[config.mk]
export PLATFORM = sky130hd
export DESIGN_NAME = sum_window_accumulator
export DESIGN_NICKNAME = d
export VERILOG_FILES = /design/src/rtl/sum_window_accumulator_pkg.sv /design/src/rtl/sum_window_accumulator_window_sample_counter.sv /design/src/rtl/sum_window_accumulator.sv
export SDC_FILE = /design/constraint.sdc
export NUM_CORES = 1
export LEC_CHECK = 0
export BUFFER_PORTS_ARGS = -buffer_cell sky130_fd_sc_hd__buf_2
export CORE_MARGIN = 4
export CORE_UTILIZATION = 30
export CTS_CLUSTER_SIZE = 24
export DETAILED_ROUTE_END_ITERATION = 6
export GPL_TIMING_DRIVEN = 0
export MAX_ROUTING_LAYER = met4
export PLACE_DENSITY = 0.5
export SLEW_MARGIN = 20
export SYNTH_ARGS = -nofsm -noshare
export SYNTH_HDL_FRONTEND = slang
export SYNTH_SLANG_ARGS = --single-unit
[constraint.sdc]
create_clock -name clk -period 6.8 [get_ports clk]
set_input_delay 0.34 -clock clk [delete_from_list [all_inputs] [get_ports clk]]
set_output_delay 0.34 -clock clk [all_outputs]
set_load 0.02 [all_outputs]
[src/rtl/sum_window_accumulator_pkg.sv]
// Shared definitions for timed-window blocks: state encoding and result-width derivation.
package sum_window_accumulator_pkg;

  typedef enum logic {
    IDLE  = 1'b0,
    ACCUM = 1'b1
  } win_state_e;

  // A window of 2**win_log2 full-scale samples needs exactly win_log2 extra bits.
  function automatic int unsigned sum_width(input int unsigned data_w,
                                            input int unsigned win_log2);
    return data_w + win_log2;
  endfunction

endpackage

[src/rtl/sum_window_accumulator_window_sample_counter.sv]
// WIN_LOG2-bit sample counter with clear, enable and terminal-count flag.
module window_sample_counter #(
  parameter int unsigned WIN_LOG2 = 9
) (
  input  logic                clk,
  input  logic                reset,
  input  logic                clear,
  input  logic                enable,
  output logic [WIN_LOG2-1:0] count,
  output logic                terminal
);

  // Terminal marks the enabled cycle that takes the count from all-ones back to zero.
  assign terminal = enable && (count == '1);

  always_ff @(posedge clk or negedge reset) begin
    if (!reset) begin
      count <= '0;
    end else if (clear) begin
      // Clearing on a qualified sample makes that sample the first of the new window.
      count <= enable ? WIN_LOG2'(1) : '0;
    end else if (enable) begin
      count <= count + WIN_LOG2'(1);
    end
  end

endmodule

[src/rtl/sum_window_accumulator.sv]
// Windowed accumulator: sums 2**WIN_LOG2 qualified samples and strobes out the sum or mean.
module sum_window_accumulator
  import sum_window_accumulator_pkg::*;
#(
  parameter  int unsigned DATA_W   = 8,
  parameter  int unsigned WIN_LOG2 = 9,
  localparam int unsigned SUM_W    = sum_width(DATA_W, WIN_LOG2)
) (
  input  logic                clk,
  input  logic                reset,
  input  logic [DATA_W-1:0]   input_data,
  input  logic                data_valid,
  input  logic                data_start,
  input  logic                mode_avg,
  input  logic                continuous,
  output logic [SUM_W-1:0]    sum,
  output logic                sum_enable,
  output logic                busy,
  output logic [WIN_LOG2-1:0] sample_cnt
);

  win_state_e       state, state_next;
  logic [SUM_W-1:0] acc, acc_next, acc_plus, sample_ext;
  logic [SUM_W-1:0] sum_next;
  logic             strobe_next;
  logic             cnt_en, cnt_clear, cnt_tc, final_sample;

  assign sample_ext   = SUM_W'(input_data);
  assign acc_plus     = acc + sample_ext;
  assign busy         = (state == ACCUM);

  // The final sample wins over a coincident start: the window completes and the
  // counter wraps to zero instead of reloading.
  assign cnt_en       = (state == ACCUM) ? data_valid : (data_start && data_valid);
  assign final_sample = (state == ACCUM) && cnt_tc;
  assign cnt_clear    = data_start && !final_sample;

  window_sample_counter #(
    .WIN_LOG2(WIN_LOG2)
  ) u_counter (
    .clk     (clk),
    .reset   (reset),
    .clear   (cnt_clear),
    .enable  (cnt_en),
    .count   (sample_cnt),
    .terminal(cnt_tc)
  );

  always_ff @(posedge clk or negedge reset) begin
    if (!reset) begin
      state <= IDLE;
    end else begin
      state <= state_next;
    end
  end

  always_comb begin
    state_next  = state;
    acc_next    = acc;
    sum_next    = sum;
    strobe_next = 1'b0;
    case (state)
      IDLE: begin
        if (data_start) begin
          state_next = ACCUM;
          acc_next   = data_valid ? sample_ext : '0;
        end
      end
      ACCUM: begin
        if (final_sample) begin
          sum_next    = mode_avg ? (acc_plus >> WIN_LOG2) : acc_plus;
          strobe_next = 1'b1;
          acc_next    = '0;
          if (!(continuous || data_start)) begin
            state_next = IDLE;
          end
        end else if (data_start) begin
          acc_next = data_valid ? sample_ext : '0;
        end else if (data_valid) begin
          acc_next = acc_plus;
        end
      end
      default: begin
        state_next = IDLE;
        acc_next   = '0;
      end
    endcase
  end

  always_ff @(posedge clk or negedge reset) begin
    if (!reset) begin
      acc        <= '0;
      sum        <= '0;
      sum_enable <= 1'b0;
    end else begin
      acc        <= acc_next;
      sum        <= sum_next;
      sum_enable <= strobe_next;
    end
  end

endmodule
* Word-level counts from Yosys, hierarchy flattened
Index checks and enable logic that the tools add are counted.
Operators by class: muxes and demuxes 17, reductions and logical operators 9, equality and inequality tests 3, add/subtract/negate cells 2, bitwise logic cells 1
Operator list (number):
- $mux 17 | 5
- $pmux 17 s2 | 1
- $mux 9 | 2
- $add 17x8->17 | 1
- $add 9x1->9 const B | 1
- $eq 9x9->1 const B | 1
- $mux 8 | 1
- $mux 1 | 7
- $logic_and 1x1->1 | 4
- $ne 4x3->1 const B | 1
- $reduce_and 2->1 | 2
- $ne 2x2->1 const B | 1
- $pmux 1 s2 | 1
- $reduce_bool 2->1 | 1
- $logic_not 1->1 | 1
- $logic_or 1x1->1 | 1
- $not 1->1 | 1
Storage, ports and cells: logic and storage cells 37, register bits 45, bits of input ports 14, output and inout port bits 28

* Longest topological paths before layout
Gate-level depths: netlist of run 1.
depth in word-level cells 7, gate-level depth with buffers 10, depth with buffers taken out 9

* Hierarchy
Synthesis of run 1 repeated with hierarchy kept, for this count alone.
Second synthesis, totals: cells, all modules 295, area, all modules 2800.2 µm²
By module, submodules not included:
- sum_window_accumulator | cells an instance 251, area each 2352.3 µm², instances 1, sequential area each 900.9 µm²
- window_sample_counter | cells an instance 44, area each 447.9 µm², instances 1, sequential area each 225.2 µm²

* Least setup slack after synthesis of run 1
No wires, ideal clock.
path type flip-flop to flip-flop, start register u_counter.count[0], end register sum[8], library setup time 95 ps, arrival time 2069 ps, clock period less this slack 2164 ps, slack 4636 ps, cell stages (with the launch flop) 10, path through dfrtp_1 > ha_1 > nand3_1 > nor2_1 > ha_1 > nand3_1 > inv_1 > buf_2 > nand2_1 > o31ai_1
Between the ends: cells in the longest elaborated chain, start to end 4
RTL lines:
- start, declared | RTL line sum_window_accumulator_window_sample_counter.sv:9 | output logic [WIN_LOG2-1:0] count,
- start signal, assigned | RTL line sum_window_accumulator_window_sample_counter.sv:21 | count <= enable ? WIN_LOG2'(1) : '0;
- start signal, assigned | RTL line sum_window_accumulator_window_sample_counter.sv:23 | count <= count + WIN_LOG2'(1);
- $eq 9x9->1 | RTL line sum_window_accumulator_window_sample_counter.sv:14 | assign terminal = enable && (count == '1);
- $logic_and 1x1->1 | RTL line sum_window_accumulator_window_sample_counter.sv:14
- $logic_and 1x1->1 | RTL line sum_window_accumulator.sv:35 | assign final_sample = (state == ACCUM) && cnt_tc;
- $reduce_and 2->1 (no line)
- end signal, assigned | RTL line sum_window_accumulator.sv:97 | sum <= sum_next;
- end, declared | RTL line sum_window_accumulator.sv:16 | output logic [SUM_W-1:0] sum,
No other way between the ends. A chain may end at the register's enable or synchronous reset.

* Final worst setup path of run 1
Same ends and word-level chain as after synthesis.

==> results by group, run 1 <==
Clock tree
  • Skew-Pair Late Insertion Delay: 0.29 ns
  • CTS Sinks: 45
  • Post-CTS setup buffer count: 0
  • Num CTS Buffers: 5
  • H-tree depth: 2
  • Clock slew at reported path FFs: 0.09 ns
  • CTS tree: built
  • Root buf cell: clkbuf_8
  • CTS max path bufs: 2
  • CTS Hold Bufs: 0
  • Post-CTS resize count: 0

Floorplanning
  • Core Area: 8810 sq um
  • Row count: 34
  • I/O pin count: 42
  • Die width: 104 um
  • Height of the die: 104 um
  • Starting Density: 0.313
  • Die ar.: 10800 sq um

Setup path
  • Setup CP Type: reg2reg
  • Worst Path Max Fanout: 10
  • Setup crit start kind: flip-flop
  • Req. time, crit path: 7.00 ns
  • Worst Path Arrival: 3.02 ns
  • Crit. End Element: flip-flop

Final layout
  • Synth-to-layout area growth: 15.9%
  • Fin nets: 367
  • N_diodes: 0
  • Share of layout cells above drive strength 1: 0.199

Global route
  • Largest net degree at the start of global routing: 46
  • GRT overflow: 0
  • Met3 Resource Use GR: 0.0255
  • GRT met2 Usage: 0.216
  • Met1 global-route usage: 0.208
  • Tot GR Track Use: 0.145
  • Vias in the first global route: 2334
  • First-pass GRT wire length: 12.5 mm
  • Antenna violations before repair: 0
  • Most used routing layer: met2

Logic synthesis
  • Compound-cell area share of the yosys netlist: 0.244
  • Seq cells post-synth: 45
  • Sequential area share after synthesis: 0.409
  • Area share of xor/xnor cells in the synthesized design: 0.0541
  • Post-synth EDFFs: 0
  • Ys async rst share: 1.00
  • Largest family of logic cells by synthesized area: compound AO/OA/AOI/OAI gates
  • Synth Warn #: 0
  • Cells after synthesis: 296
  • Post-synthesis mux area share: 0.0255
  • Ys flop type: dfrtp_1
  • Netlist Area Pre-Place: 2750 sq um
  • Synth Area in Adders: 0.0527
  • Mapped Avg Cell Area: 9.30 sq um
  • Post-synth net total: 321
  • Post-synthesis cell type count: 55
  • Post-synthesis simple-gate area fraction: 0.176

Power
  • P_leak: 1.54 nW
  • Power Density: 202 nW/um^2
  • Clock share of power: 0.309
  • Pwr Total: 0.643 mW
  • Combinational Power Share: 0.238
  • Reg power frac: 0.453
  • Switching power: 0.200 mW
  • Worst vdd ir: 0.000102 V
  • Switching Share: 0.310
  • Internal power: 0.443 mW

Timing
  • Final Skew: 0.00579 ns
  • Finish-stage setup viols: 0
  • Slew HR: 0.470
  • RSZ-0062 raised after global routing: no
  • Maximum clock rate: 355 MHz
  • Setup_tns: 0 ns
  • Slew of the pin with the lowest slew margin: 0.795 ns
  • Final hold viol count: 0
  • Final critical-path share of the clock period: 0.415
  • Final Max Slew Viols: 0
  • Tmin final: 2.82 ns

Place
  • Port Buf Inserts: 39
  • GPL Wtd Cong: 0.815
  • Detail Placement HPWL: 5.57 mm

Route
  • WL/cell: 16.3 um
  • Vias per cell: 5.33
  • Final ANT Viol Nets: 0
  • Drt first-iter violations: 184
  • DRC viols: 0
  • Routed WL: 7.35 mm
  • DRT Pass-1 Iters: 4
  • Total number of vias: 2397

Flow run
  • MaxCap Viol Count: 0

Run status
  • Status: completed

Worst hold path
  • Worst hold path type: in2async
==> worst max-delay path, cell delays in order, from the launching register on <==
cell and delay (ns):
dfrtp_1 0.44, ha_1 0.25, nand3_1 0.09, nor2_1 0.14, ha_1 0.30, nand3_1 0.40, inv_1 0.29, buf_2 0.27
nand2_1 0.24, o31ai_1 0.30
==> sequential cells by signal (all words and copies together), names as in the netlist <==
register	cells
u_counter.count	9
sum	17
sum_enable	1
busy	1
acc	17
==> per-stage QoR <==
step	utilization	area (sq um)	setup slack [ns]	hold WS (ns)	std cells
2_1_floorplan	-	2750	4.64	0.0444	296
5_1_grt	0.362	3190	3.64	0.0973	450
4_1_cts	0.362	3190	3.92	0.277	450
6_report	0.362	3190	3.98	0.0217	450
3_3_place_gp	0.350	3080	3.95	0.461	443
3_5_place_dp	0.350	3080	3.94	0.469	443
==> layer usage <==
| metal | up-vias | routed length, um | share of wire |
|---|---|---|---|
| li1 | 1186 | - | - |
| met5 | - | 0 | 0 |
| met4 | 0 | 37 | 0.0050 |
| met2 | 53 | 3400 | 0.46 |
| met1 | 1156 | 3570 | 0.49 |
| met3 | 2 | 338 | 0.046 |
==> cells in the mapped netlist, types with 7 or more instances <==
cell / number / share of area
nor3_1: 10 / 0.018
nor2_1: 18 / 0.025
clkbuf_1: 9 / 0.012
o21ai_0: 19 / 0.035
xor2_1: 13 / 0.041
a22o_1: 12 / 0.038
nand2_1: 32 / 0.044
and3_1: 10 / 0.023
dfrtp_1: 45 / 0.41
mux2i_1: 7 / 0.025
ha_1: 10 / 0.045
a21oi_1: 19 / 0.035
a31oi_1: 10 / 0.023
==> placed cells by master, fill, tap and decap left out, types with 6 or more instances in the layout <==
master	netlist	final
a21oi_1	19	19
a22o_1	12	12
a31oi_1	10	10
and3_1	10	10
buf_2	6	44
clkbuf_1	9	9
dfrtp_1	45	45
ha_1	10	10
mux2i_1	7	7
nand2_1	32	32
nand3_1	6	6
nor2_1	18	18
nor3_1	10	10
o21ai_0	19	19
xor2_1	13	13
==> layout make-up <==
type / count / area [sq um]
clock buffers: 5 / 68.8
clock inverters: 2 / 35.0
flip-flops and latches: 45 / 1130
well taps: 108 / 135
plain buffers: 18 / 83.8
fillers: 924 / 5620
multi-input cells: 227 / 1520
repair buffers: 39 / 198
inverters: 6 / 22.5
==> path summary, 6_finish.rpt <==
| check | cells past startpoint | slack, ns | endpoint | from |
|---|---|---|---|---|
| max | 9 | 3.98 | sum[8] | u_counter.count[0] |
| min | 1 | 0.02 | sum[1] | reset |
| max reg2reg | 9 | 3.98 | sum[8] | u_counter.count[0] |
| min reg2reg | 2 | 0.48 | sum[9] | sum[9] |
| max in group asynchronous | 1 | 6.34 | sum[7] | reset |
| min in group clk | 3 | 0.28 | busy | continuous |
==> cells by family after synthesis <==
logic type,after synthesis
buffers and inverters,24
adders and majority gates,11
muxes,7
AOI/OAI and AO/OA,94
and+or+nand+nor,98
xor gates and xnor gates,17
DFF,45
==> power groups by stage <==
| stage | Sequential [mW] | Combinational (mW) | Clock (mW) |
|---|---|---|---|
| after CTS | 0.291 | 0.155 | 0.207 |
| after global placement | 0.296 | 0.153 | 0 |
| after detailed placement | 0.296 | 0.154 | 0 |
| after floorplan | 0.296 | 0.109 | 0 |
| final | 0.291 | 0.153 | 0.199 |
| after global routing | 0.293 | 0.173 | 0.217 |
Note: power is estimated with default switching activity, not from simulation.
==> run 2, diff against run 1 <==
==> constraint.sdc (replaced) <==
create_clock -name clk -period 2.65 [get_ports clk]
set_input_delay 0.1325 -clock clk [delete_from_list [all_inputs] [get_ports clk]]
set_output_delay 0.1325 -clock clk [all_outputs]
set_load 0.02 [all_outputs]
==> run 2 against run 1 <==
  * Register-to-register slack got worse by 3.7 ns
  * Clock power increased to 2.6 times the previous value
  * Sequential share of layout area decreased by 0.30 points
  * Combinational power increased to 2.6 times the previous value
  * Critical endpoint is now acc[15]
  * Die area unchanged
  * Clock-buffer cell count unchanged
  * Sequential power increased to 2.6 times the previous value
  * Critical path depth decreased by 1
  * Worst hold slack improved by 0.050 ns
  * Non-clock buffer count increased by 1
==> results by group, run 2 (synthesized netlist as in run 1, its figures left out) <==
Route
  • Vias per cell: 5.34 (was 5.33)
  • DRT Pass-1 Iters: 4 (unchanged)
  • Met2 wire length: 3.37 mm (was 3.40 mm)
  • Final ANT Viol Nets: 0 (unchanged)
  • Routed WL: 7.35 mm (about the same)
  • Highest Signal Layer: met4 (unchanged)
  • Total number of vias: 2408 (was 2397)
  • M1 WL: 3.60 mm (was 3.57 mm)
  • Drt first-iter violations: 142 (was 184)
  • Metal3 WL: 314 um (was 338 um)
  • WL/cell: 16.3 um (about the same)
  • DRC viols: 0 (unchanged)

Final layout
  • Most common cell after layout, fill and taps aside: dfrtp_1 (unchanged)
  • Most frequent cells in the layout: 45 x dfrtp_1, 44 x buf_2, 31 x nand2_1 (was 45 x dfrtp_1, 44 x buf_2, 32 x nand2_1)
  • Share of layout cells above drive strength 1: 0.207 (was 0.199)
  • Filler cells: 926 (was 924)
  • N_diodes: 0 (unchanged)
  • Regs by FF count: acc: 17 flops, sum: 17 flops, u_counter.count: 9 flops (unchanged)
  • Synth-to-layout area growth: 16.9% (was 15.9%)
  • Fin nets: 368 (was 367)
  • Design area: 3220 sq um (was 3190 sq um)

Clock tree
  • Clock slew at reported path FFs: 0.08 ns (was 0.09 ns)
  • CTS tree: built (unchanged)
  • Root buf cell: clkbuf_8 (unchanged)
  • CTS max path bufs: 2 (unchanged)
  • Skew-Pair Late Insertion Delay: 0.30 ns (was 0.29 ns)
  • Num CTS Buffers: 5 (unchanged)
  • H-tree depth: 2 (unchanged)
  • CTS Sinks: 45 (unchanged)

Place
  • Detail Placement HPWL: 5.57 mm (unchanged)
  • Port Buf Inserts: 39 (unchanged)
  • GPL Wtd Cong: 0.815 (unchanged)
  • Placement Cell Area: 3080 sq um (unchanged)

Power
  • Worst vdd ir: 0.000262 V (was 0.000102 V)
  • Pwr Total: 1.65 mW (was 0.643 mW)
  • P_leak: 1.54 nW (about the same)
  • Power Density: 514 nW/um^2 (was 202 nW/um^2)

Floorplanning
  • Die width: 104 um (unchanged)
  • Row count: 34 (unchanged)
  • Core Area: 8810 sq um (unchanged)
  • Die ar.: 10800 sq um (unchanged)
  • Height of the die: 104 um (unchanged)
  • I/O pin count: 42 (unchanged)
  • Starting Density: 0.313 (unchanged)

Setup path
  • CP delay by family, top: simple AND/OR/NAND/NOR gates (unchanged)
  • Worst Path Max Fanout: 7 (was 10)
  • Setup CP Type: reg2reg (unchanged)
  • CP bufs+invs: 0 (was 2)
  • Reg-to-Reg Start: u_counter.count[0] (unchanged)
  • R2r worst-path depth: 8 (was 9)
  • Worst Path Arrival: 2.63 ns (was 3.02 ns)
  • CP cell instances: ha_1, nand3_1, nor2_1, ha_2, nor3b_2, nand2_1, or3_1, o21ai_1 (was ha_1, nand3_1, nor2_1, ha_1, nand3_1, inv_1, buf_2, nand2_1, o31ai_1)
  • R2R Setup Slk: 0.24 ns (was 3.98 ns)
  • Setup crit start kind: flip-flop (unchanged)
  • Crit. End Element: flip-flop (unchanged)
  • Reg2Reg Capture Point: acc[15] (was sum[8])
  • Slowest stage cell, crit path: nor3b_2 (was dfrtp_1)
  • Max stage delay on crit path: 0.47 ns (was 0.44 ns)
  • Req. time, crit path: 2.88 ns (was 7.00 ns)

Timing
  • Maximum clock rate: 415 MHz (was 355 MHz)
  • Final hold viol count: 0 (unchanged)
  • Final Max Slew Viols: 0 (unchanged)
  • Final Skew: 0.00490 ns (was 0.00579 ns)
  • Slew of the pin with the lowest slew margin: 0.788 ns (was 0.795 ns)
  • Finish-stage setup viols: 0 (unchanged)
  • Tmin final: 2.41 ns (was 2.82 ns)
  • RSZ-0062 raised after global routing: no (unchanged)
  • Hold WS: 0.0722 ns (was 0.0217 ns)
  • Slew HR: 0.475 (was 0.470)
  • Final critical-path share of the clock period: 0.908 (was 0.415)

Global route
  • GRT overflow: 0 (unchanged)
  • Tot GR Track Use: 0.145 (about the same)
  • Vias in the first global route: 2335 (was 2334)
  • Antenna violations before repair: 0 (unchanged)
  • Largest net degree at the start of global routing: 46 (unchanged)
  • First-pass GRT wire length: 12.4 mm (was 12.5 mm)

Flow run
  • MaxCap Viol Count: 0 (unchanged)

Worst hold path
  • Worst Hold Endpoint: busy
  • Worst hold path type: in2reg (was in2async)
  • Hold Crit Depth: 3
  • Hold Crit Start: continuous

Run status
  • Status: completed (unchanged)
run 2: cell types whose count changed in the layout (fill, tap and decap cells not counted), sizes merged:
| cell | before | now |
|---|---|---|
| dlygate4sd3 | 0 | 1 |
run 2: through the flow:
step,cells,utilization,worst slack (ns),TNS [ns]
after floorplan,296,-,0.486,0
after global placement,443,0.350,-0.198,-1.52
after detailed placement,443,0.350,-0.206,-1.53
after CTS,450,0.363,0.0647,0
after global routing,451,0.365,0.00827,0
final,451,0.365,0.243,0
run 2: where the power goes:
| part | switching (mW) | total [mW] | internal [mW] |
|---|---|---|---|
| Clock | 0.238 | 0.513 | 0.275 |
| Sequential | 0.0304 | 0.747 | 0.717 |
| Combinational | 0.246 | 0.393 | 0.148 |
| Total | 0.514 | 1.65 | 1.14 |
run 2: worst max-delay path by stage:
| stage | startpoint | endpoint | slack [ns] | depth (start not counted) |
|---|---|---|---|---|
| 2_1_floorplan | u_counter.count[0] | sum[8] | 0.49 | 9 |
| 3_3_place_gp | u_counter.count[0] | sum[8] | -0.20 | 9 |
| 3_5_place_dp | u_counter.count[0] | sum[8] | -0.21 | 9 |
| 4_1_cts | u_counter.count[0] | sum[8] | 0.06 | 9 |
| 5_1_grt | u_counter.count[0] | acc[16] | 0.008 | 8 |
| 6_report | u_counter.count[0] | acc[15] | 0.24 | 8 |
run 2: what timing repair did:
item                                   4_1_cts  5_1_grt
pin swaps                                    0        0
hold buffers                                 0        1
resized for setup                            2        2
setup endpoints to repair                   18       11
endpoints found under the hold margin        0       45
setup buffers                                0        0
run 2: final cells by class:
| class | instances | area (sq um) | share of cell area |
|---|---|---|---|
| multi-input combinational | 227 | 1540 | 0.478 |
| sequential | 45 | 1130 | 0.350 |
| clock buffer | 5 | 68.8 | 0.0214 |
| inverter | 6 | 22.5 | 0.00700 |
| clock inverter | 2 | 35.0 | 0.0109 |
| buffer | 18 | 83.8 | 0.0261 |
| timing repair buffer | 40 | 208 | 0.0646 |
| tap | 108 | 135 | 0.0420 |
run 2: routing by layer:
| layer | vias to the layer above | global-route usage |
|---|---|---|
| met1 | 1162 | 0.208 |
| met5 | - | - |
| met2 | 50 | 0.216 |
| met4 | 0 | 0.0313 |
| li1 | 1189 | - |
| met3 | 7 | 0.0243 |
run 2: worst reg2reg max path, cell delays in order (launching register included):
cell,delay (ns)
dfrtp_1,0.44
ha_1,0.27
nand3_1,0.10
nor2_1,0.06
ha_2,0.22
nor3b_2,0.47
nand2_1,0.30
or3_1,0.40
o21ai_1,0.07
